$ cat config.mk
export PLATFORM = sky130hd
export DESIGN_NAME = fft_frame_serializer_flat
export DESIGN_NICKNAME = d
export VERILOG_FILES = /design/src/rtl/fft_frame_serializer_if.sv /design/src/rtl/fft_frame_serializer.sv /design/src/flat_wrapper.sv
export SDC_FILE = /design/constraint.sdc
export NUM_CORES = 2
export LEC_CHECK = 0
export CORE_MARGIN = 2
export CORE_UTILIZATION = 50
export DETAILED_ROUTE_END_ITERATION = 10
export PLACE_DENSITY = 0.76
export SYNTH_ARGS = -nofsm -noshare
export SYNTH_HDL_FRONTEND = slang
export SYNTH_SLANG_ARGS = --single-unit
$ cat constraint.sdc
create_clock -name clk -period 53.9 [get_ports clk]
set_clock_uncertainty 0.05 [all_clocks]
set_input_delay 13.475 -clock clk [delete_from_list [all_inputs] [get_ports clk]]
set_output_delay 13.475 -clock clk [all_outputs]
set_load 0.01 [all_outputs]
$ cat src/rtl/fft_frame_serializer_if.sv
// ---------------------------------------------------------------------------
// fft_frame_serializer_if
//   Bundles the frame-capture side and the beat-streaming side of the FFT
//   output unloader.
//
//   Capture side : in_valid, in_ready, in_real[16*W], in_im[16*W]
//                  (bin n occupies bits [W*n+W-1 : W*n])
//   Stream side  : out_valid, out_ready, out_real[W], out_im[W],
//                  out_index[4], out_last
//   Status       : overrun (sticky, cleared only by reset)
//
//   slave  : the serializer's view
//   master : the view of whatever drives frames in and consumes beats
// ---------------------------------------------------------------------------
interface fft_frame_serializer_if #(
  parameter int W = 16
);
  logic            in_valid;
  logic            in_ready;
  logic [16*W-1:0] in_real;
  logic [16*W-1:0] in_im;
  logic            out_valid;
  logic            out_ready;
  logic [W-1:0]    out_real;
  logic [W-1:0]    out_im;
  logic [3:0]      out_index;
  logic            out_last;
  logic            overrun;

  modport slave (
    input  in_valid, in_real, in_im, out_ready,
    output in_ready, out_valid, out_real, out_im, out_index, out_last, overrun
  );

  modport master (
    output in_valid, in_real, in_im, out_ready,
    input  in_ready, out_valid, out_real, out_im, out_index, out_last, overrun
  );
endinterface

$ cat src/rtl/fft_frame_serializer.sv
// ---------------------------------------------------------------------------
// fft_frame_serializer
//   Output unloader for the 16-point FFT. A whole 16-bin complex frame is
//   captured in one cycle into one of two banks (ping-pong), then streamed
//   out one bin per beat over valid/ready. With REORDER=1 beat k carries
//   bin bitrev4(k), turning the FFT's bit-reversed output into natural order.
//
//   Parameters : REORDER (1 = bit-reverse read address), W (component width)
//   Ports      : clk  - rising-edge clock
//                rst  - asynchronous, active-high reset
//                bus  - fft_frame_serializer_if.slave (capture side,
//                       stream side, sticky overrun)
// ---------------------------------------------------------------------------
module fft_frame_serializer #(
  parameter bit REORDER = 1'b1,
  parameter int W       = 16
) (
  input  logic                          clk,
  input  logic                          rst,
  fft_frame_serializer_if.slave         bus
);

  function automatic logic [3:0] bitrev4(input logic [3:0] b);
    return {b[0], b[1], b[2], b[3]};
  endfunction

  // Bank storage: [bank][bin]
  logic signed [W-1:0] re_q [2][16];
  logic signed [W-1:0] re_d [2][16];
  logic signed [W-1:0] im_q [2][16];
  logic signed [W-1:0] im_d [2][16];

  logic [1:0] count_q,   count_d;    // banks holding frames, 0..2
  logic [3:0] beat_q,    beat_d;     // read counter within the frame
  logic       wr_bank_q, wr_bank_d;
  logic       rd_bank_q, rd_bank_d;
  logic       overrun_q, overrun_d;

  logic       in_ready;
  logic       out_valid;
  logic       cap;
  logic       fire;
  logic       last_fire;
  logic [3:0] rd_addr;

  // in_ready depends on registered state only, so the full case does not
  // open up when the last beat of a frame is being accepted this cycle.
  assign in_ready  = (count_q != 2'd2);
  assign out_valid = (count_q != 2'd0);
  assign cap       = bus.in_valid && in_ready;
  assign fire      = out_valid && bus.out_ready;
  assign last_fire = fire && (beat_q == 4'd15);
  assign rd_addr   = REORDER ? bitrev4(beat_q) : beat_q;

  // Next-state: control
  always_comb begin
    count_d   = count_q;
    beat_d    = beat_q;
    wr_bank_d = wr_bank_q;
    rd_bank_d = rd_bank_q;
    overrun_d = overrun_q;

    unique case ({cap, last_fire})
      2'b10:   count_d = count_q + 2'd1;
      2'b01:   count_d = count_q - 2'd1;
      default: count_d = count_q;
    endcase

    // Beat counter wraps naturally from 15 to 0.
    if (fire)      beat_d    = beat_q + 4'd1;
    if (last_fire) rd_bank_d = ~rd_bank_q;
    if (cap)       wr_bank_d = ~wr_bank_q;

    // A frame offered while full is lost: the FFT pipeline cannot stall.
    if (bus.in_valid && !in_ready) overrun_d = 1'b1;
  end

  // Next-state: bank storage. When count_q is 1 the write bank is always
  // the idle one, so the draining bank is never overwritten.
  always_comb begin
    re_d = re_q;
    im_d = im_q;
    if (cap) begin
      for (int n = 0; n < 16; n++) begin
        re_d[wr_bank_q][n] = bus.in_real[W*n +: W];
        im_d[wr_bank_q][n] = bus.in_im[W*n +: W];
      end
    end
  end

  // Registers
  always_ff @(posedge clk or posedge rst) begin
    if (rst) begin
      count_q   <= 2'd0;
      beat_q    <= 4'd0;
      wr_bank_q <= 1'b0;
      rd_bank_q <= 1'b0;
      overrun_q <= 1'b0;
      for (int b = 0; b < 2; b++) begin
        for (int n = 0; n < 16; n++) begin
          re_q[b][n] <= '0;
          im_q[b][n] <= '0;
        end
      end
    end else begin
      count_q   <= count_d;
      beat_q    <= beat_d;
      wr_bank_q <= wr_bank_d;
      rd_bank_q <= rd_bank_d;
      overrun_q <= overrun_d;
      re_q      <= re_d;
      im_q      <= im_d;
    end
  end

  // Output mux: zeros whenever no beat is presented.
  always_comb begin
    bus.out_real  = '0;
    bus.out_im    = '0;
    bus.out_index = 4'd0;
    bus.out_last  = 1'b0;
    if (out_valid) begin
      bus.out_real  = re_q[rd_bank_q][rd_addr];
      bus.out_im    = im_q[rd_bank_q][rd_addr];
      bus.out_index = beat_q;
      bus.out_last  = (beat_q == 4'd15);
    end
  end

  assign bus.in_ready  = in_ready;
  assign bus.out_valid = out_valid;
  assign bus.overrun   = overrun_q;

endmodule

$ cat src/flat_wrapper.sv
// flat-port wrapper written by rule: the top's interface ports become plain ports
module fft_frame_serializer_flat 
#(
  parameter bit REORDER = 1'b1,
  parameter int W       = 16
)
  (clk, rst, bus_in_valid, bus_in_real, bus_in_im, bus_out_ready, bus_in_ready, bus_out_valid, bus_out_real, bus_out_im, bus_out_index, bus_out_last, bus_overrun);
  fft_frame_serializer_if #(.W(W)) bus_i ();
  input  logic clk;
  input  logic rst;
  input wire logic [$bits(bus_i.in_valid)-1:0] bus_in_valid;
  input wire logic [$bits(bus_i.in_real)-1:0] bus_in_real;
  input wire logic [$bits(bus_i.in_im)-1:0] bus_in_im;
  input wire logic [$bits(bus_i.out_ready)-1:0] bus_out_ready;
  output wire logic [$bits(bus_i.in_ready)-1:0] bus_in_ready;
  output wire logic [$bits(bus_i.out_valid)-1:0] bus_out_valid;
  output wire logic [$bits(bus_i.out_real)-1:0] bus_out_real;
  output wire logic [$bits(bus_i.out_im)-1:0] bus_out_im;
  output wire logic [$bits(bus_i.out_index)-1:0] bus_out_index;
  output wire logic [$bits(bus_i.out_last)-1:0] bus_out_last;
  output wire logic [$bits(bus_i.overrun)-1:0] bus_overrun;
  assign bus_i.in_valid = bus_in_valid;
  assign bus_i.in_real = bus_in_real;
  assign bus_i.in_im = bus_in_im;
  assign bus_i.out_ready = bus_out_ready;
  assign bus_in_ready = bus_i.in_ready;
  assign bus_out_valid = bus_i.out_valid;
  assign bus_out_real = bus_i.out_real;
  assign bus_out_im = bus_i.out_im;
  assign bus_out_index = bus_i.out_index;
  assign bus_out_last = bus_i.out_last;
  assign bus_overrun = bus_i.overrun;
  fft_frame_serializer #(.REORDER(REORDER), .W(W)) u_core (.clk(clk), .rst(rst), .bus(bus_i));
endmodule
After elaboration in Yosys (flattened, before gate mapping)
Index checks and enable logic that the tools add are counted.
{ "totals": {"word_cells": 174, "input_bits": 516, "regBits": 1033, "out_inout_bits": 40} }
{ "classes": {"n_reduce_logical": 8, "addsub": 3, "order_cmp": 4, "bitwise_logic": 5, "n_eq_ne": 4, "muxes": 81} }
{ "ops": {"columns": ["op", "count"], "rows": [
  ["$bwmux W512", 32],
  ["$demux W256 S1", 16],
  ["$mux W256", 7],
  ["$mux W240", 1],
  ["$mux W224", 1],
  ["$mux W208", 1],
  ["$mux W192", 1],
  ["$mux W176", 1],
  ["$mux W160", 1],
  ["$mux W144", 1],
  ["$bmux W16 S4", 2],
  ["$mux W128", 1],
  ["$mux W112", 1],
  ["$mux W16", 7],
  ["$mux W96", 1],
  ["$mux W80", 1],
  ["$mux W64", 1],
  ["$mux W48", 1],
  ["$mux W32", 1],
  ["$ge A5 B5 Y1 const B", 1],
  ["$logic_and A1 B1 Y1", 5],
  ["$not A4 Y5", 1],
  ["$add A4 B1 Y4 const B", 1],
  ["$eq A4 B4 Y1 const B", 1],
  ["other kinds (14)", 18]
]} }

Depth between registers and ports, before layout
{ "depth": {"depth_word": 21, "mapped_depth": 9, "ltp_nobuf": 8} }

Worst setup path before layout
Ideal clock, no wire load.
{ "synth_timing": {"kind": "reg-to-output", "from": "register u_core.beat_q[2]", "to": "output bus_out_im[7]", "n_path_buf": 2, "required_ns": 40.375, "setup_slack_ns": 38.698, "stages_incl_launch_ff": 6, "t_arrival_ns": 1.677, "path_cell_list": "dfrtp_1 -> buf_2 -> buf_2 -> mux4_2 -> a22oi_1 -> nand4_1"} }
{ "synth_between": {"elab_chain_len": 5} }
{ "synth_lines": {"columns": ["item", "line", "text"], "rows": [
  ["start, declared", "fft_frame_serializer.sv:34", "logic [3:0] beat_q, beat_d;"],
  ["start signal, assigned", "fft_frame_serializer.sv:107", "beat_q <= beat_d;"],
  ["$not A4 Y5 (implied by the code)", "fft_frame_serializer.sv:124", "bus.out_im = im_q[rd_bank_q][rd_addr];"],
  ["$bmux W16 S4", "fft_frame_serializer.sv:124", null],
  ["$mux W16 (implied by the code) (2 in series)", "fft_frame_serializer.sv:124", null],
  ["$mux W16", "fft_frame_serializer.sv:122", "if (out_valid) begin"],
  ["end, declared", "flat_wrapper.sv:18", "output wire logic [$bits(bus_i.out_im)-1:0] bus_out_im;"]
]} }
No other way between the ends. The select of a mux whose other input is x is not followed.

Final worst setup path
{ "layout_timing": {"from": "register u_core.beat_q[3]", "to": "output bus_out_real[7]"} }
{ "layout_between": {"elab_chain_len": 5} }
{ "layout_lines": {"columns": ["item", "line", "text"], "rows": [
  ["$not A4 Y5 (implied by the code)", "fft_frame_serializer.sv:123", "bus.out_real = re_q[rd_bank_q][rd_addr];"],
  ["$bmux W16 S4", "fft_frame_serializer.sv:123", null],
  ["$mux W16 (implied by the code) (2 in series)", "fft_frame_serializer.sv:123", null],
  ["$mux W16", "fft_frame_serializer.sv:122", null],
  ["end, declared", "flat_wrapper.sv:17", "output wire logic [$bits(bus_i.out_real)-1:0] bus_out_real;"]
]} }
No other way between the ends. The select of a mux whose other input is x is not followed.

==> run_results.csv <==
group,metric,value,unit
cts,cts_hold_buf,0,
critical_path,r2r_end,"u_core.im_q[83]$_DFFE_PP0P_",
sta,rsz0062_at_grt,"false",
power_and_ir_drop,seq_power_share,0.378,
yosys,syn_area,46800,sq um
cts,tritoncts,"built",
power_and_ir_drop,finalPower,3.72,mW
power_and_ir_drop,power.internal,2.43,mW
critical_path,cp-start-kind,"register",
critical_path,crit_type,"register to output pin",
yosys,synthesis.nets,3747,
sta,fin_crit,18930,ps
cells_and_area,n_fill_cell,7189,
routing,drtIter0Drc,2277,
sta,finalHoldViolations,0,
critical_path,worstPathRequired,40380,ps
yosys,seq_area_frac_synth,0.553,
global_routing,grt_usage,0.273,
floorplan,initial_core_util,0.503,
global_routing,grt_pass1_wl,195000,microns
yosys,ys_ff_latch,1033,
critical_path,rr_worst_depth,5,
cts,cts_made_buffers,108,
sta,tns,0,ps
critical_path,crit_path_end_kind,"output pin",
global_routing,grt_pass1_vias,30500,
critical_path,rr_startpoint,"u_core.count_q[0]$_DFFE_PP0P_",
power_and_ir_drop,pwr-share-comb,0.417,
cells_and_area,final_layout_size_suffix_gt1_frac,0.340,
place,routabilityCongestion,0.825,
global_routing,antenna_found_initial,65,
power_and_ir_drop,cellLeakagePower,23.8,nW
floorplan,die-height,310,microns
power_and_ir_drop,ir_drop,0.0433,mV
critical_path,crit_end,"bus_out_real[7]",
place,dp_hpwl,89000,microns
cells_and_area,syn2layout_area_growth,21.7,%
critical_path,crit_path_max_fanout,52,
cts,clock_path_buffers,3,
cts,clock_sinks,1033,
cts,postCtsSetupRepairBufs,0,
power_and_ir_drop,p_clk_frac,0.205,
yosys,synthArstFlopShare,1.00,
floorplan,io-pin-count,556,
cts,cts_resized,0,
yosys,yosysWarnings,0,
global_routing,grt_overflow,0,
global_routing,grt_max_degree,173,
min_path,hold_path.class,"register to register",
routing,drt-total-wl,133000,microns
critical_path,r2r_slack,49710,ps
job,maxCapViolCount,0,
cts,clkTransAtPathRegs,60,ps
routing,drt_drc_violations_left,0,
yosys,synthCells,3229,
routing,vias,29600,
routing,firstDrtPassIters,5,
yosys,synth_edf_count,0,
yosys,ys.flop_type,"dfrtp_1",
routing,antenna_left,0,
place,io_buffers,555,
cts,clk_latency,680,ps
sta,finalMaxSlewViolations,0,
cts,htreeDepth,3,
cells_and_area,num-nets-final,4218,
cts,root_buffer,"clkbuf_16",
sta,setup_viol,0,
sta,tightestPinTransition,1310,ps
floorplan,die_area,96000,sq um
sta,slew_headroom,0.129,
power_and_ir_drop,power_density,65.3,nW/um^2
routing,avgRoutedWirePerCell,26.2,microns
critical_path,cp.arrival,5400,ps
sta,fin_crit_sh,0.351,
yosys,synth_cell_types,33,
floorplan,die_w,310,microns
routing,via_per_inst,5.82,
power_and_ir_drop,power_switching,1.29,mW
yosys,avgSynthCellArea,14.5,sq um
power_and_ir_drop,p_sw_frac,0.346,
floorplan,num_rows,112,
sta,fmax,52.8,MHz
critical_path,crit_path_start,"u_core.beat_q[3]$_DFFE_PP0P_",
floorplan,core_area,93000,sq um
run_status,status,"complete, no violations",
-- how the worst min path moves through the flow --
stage,to,from,cells past startpoint,slack (ps)
after floorplan,u_core.im_q[212]$_DFFE_PP0P_,u_core.im_q[212]$_DFFE_PP0P_,1,420
after global placement,u_core.bus.overrun$_DFFE_PP0P_,u_core.bus.overrun$_DFFE_PP0P_,1,410
after detailed placement,u_core.bus.overrun$_DFFE_PP0P_,u_core.bus.overrun$_DFFE_PP0P_,1,420
after CTS,u_core.bus.overrun$_DFFE_PP0P_,u_core.bus.overrun$_DFFE_PP0P_,1,440
after global routing,u_core.im_q[0]$_DFFE_PP0P_,u_core.im_q[0]$_DFFE_PP0P_,1,460
final,u_core.bus.overrun$_DFFE_PP0P_,u_core.bus.overrun$_DFFE_PP0P_,1,440
-- cell usage in the layout, fill, tap and decap left out, types with 2 or more instances in the layout --
cell type,instances
clkinv_2,20
mux2_2,1018
buf_4,36
inv_16,3
mux2_4,9
nand3_1,119
nor2_4,4
xnor2_1,5
diode_2,33
nand2_1,5
clkbuf_1,27
bufinv_16,7
clkbuf_16,108
clkdlybuf4s50_1,555
inv_1,3
and2_1,5
dfrtp_1,1030
a22oi_1,243
buf_12,7
mux4_2,22
dfrtp_4,2
nor2_1,2
clkinvlp_4,4
mux2i_1,468
inv_6,3
ha_1,2
nor2b_4,4
nand4_1,32
xor2_1,2
clkbuf_8,30
-- worst max-delay path, cell delays in order, from the launching register on --
cell,delay [ps]
dfrtp_4,980
buf_4,850
nor2b_4,280
buf_4,540
buf_4,700
a22oi_1,160
nand3_1,190
nand4_1,290
clkdlybuf4s50_1,600
-- flip-flops by register name (all words and copies together) (netlist names) --
name                count
u_core.im_q           512
u_core.re_q           512
u_core.beat_q           4
u_core.count_q          2
u_core.bus.overrun      1
u_core.rd_bank_q        1
u_core.wr_bank_q        1
-- logic make-up after synthesis --
family / share of synthesized area
AOI/OAI and AO/OA: 0.0395
muxes: 0.359
and+or+nand+nor: 0.0208
buffers and inverters: 0.0264
xor gates and xnor gates: 0.00131
DFF: 0.553
adders and majority gates: 0.000535
-- cells in the mapped netlist (2+ instances only) --
library cell,instances,area share
a22oi_1,243,0.039
nand3_1,120,0.013
ha_1,2,0.00053
xnor2_1,5,0.00094
dfrtp_1,1033,0.55
buf_4,37,0.0059
nor2b_1,5,0.00067
mux2_4,9,0.0029
nand2_1,5,0.00040
mux2_2,1018,0.25
nor2_1,5,0.00040
buf_2,134,0.014
buf_6,3,0.00072
nand4_1,32,0.0043
mux4_2,22,0.011
clkbuf_1,54,0.0043
mux2i_1,468,0.10
inv_1,4,0.00032
buf_1,9,0.00072
xor2_1,2,0.00037
and2_1,7,0.00094
-- area by class of cell --
class | instances | area (sq um) | share of cell area
Multi-Input combinational cell | 1955 | 19800 | 0.347
Timing Repair Buffer | 598 | 5970 | 0.105
Clock buffer | 165 | 3220 | 0.0565
Antenna cell | 33 | 82.6 | 0.00145
Inverter | 4 | 22.5 | 0.000396
Sequential cell | 1033 | 25900 | 0.454
Tap cell | 1254 | 1570 | 0.0276
Clock inverter | 38 | 443 | 0.00778
-- metrics by stage --
step / area [sq um] / hold WS (ps) / instances / util / setup slack, ps
3_3_place_gp: 53200 / 413 / 4844 / 0.572 / 34850
5_1_grt: 56900 / 458 / 5079 / 0.612 / 34740
3_5_place_dp: 53200 / 419 / 4844 / 0.572 / 34800
6_report: 56900 / 440 / 5080 / 0.612 / 34970
4_1_cts: 56800 / 438 / 5047 / 0.611 / 34880
2_1_floorplan: 46800 / 424 / 3229 / - / 11300
-- metal layers --
metal,GRT usage,routed length [microns]
met1,0.388,59400
met2,0.411,61200
met3,0.0663,8530
met4,0.0932,3590
met5,0,330
-- power by group through the flow --
stage | Sequential [mW] | Combinational, mW | Clock, mW
floorplan | 1.33 | 1.12 | 0
global placement | 1.39 | 1.52 | 0
detailed placement | 1.41 | 1.54 | 0
CTS | 1.40 | 1.55 | 0.775
global route | 1.45 | 1.65 | 0.806
finish | 1.40 | 1.55 | 0.763
No activity file was read; power rests on OpenSTA's default activity.
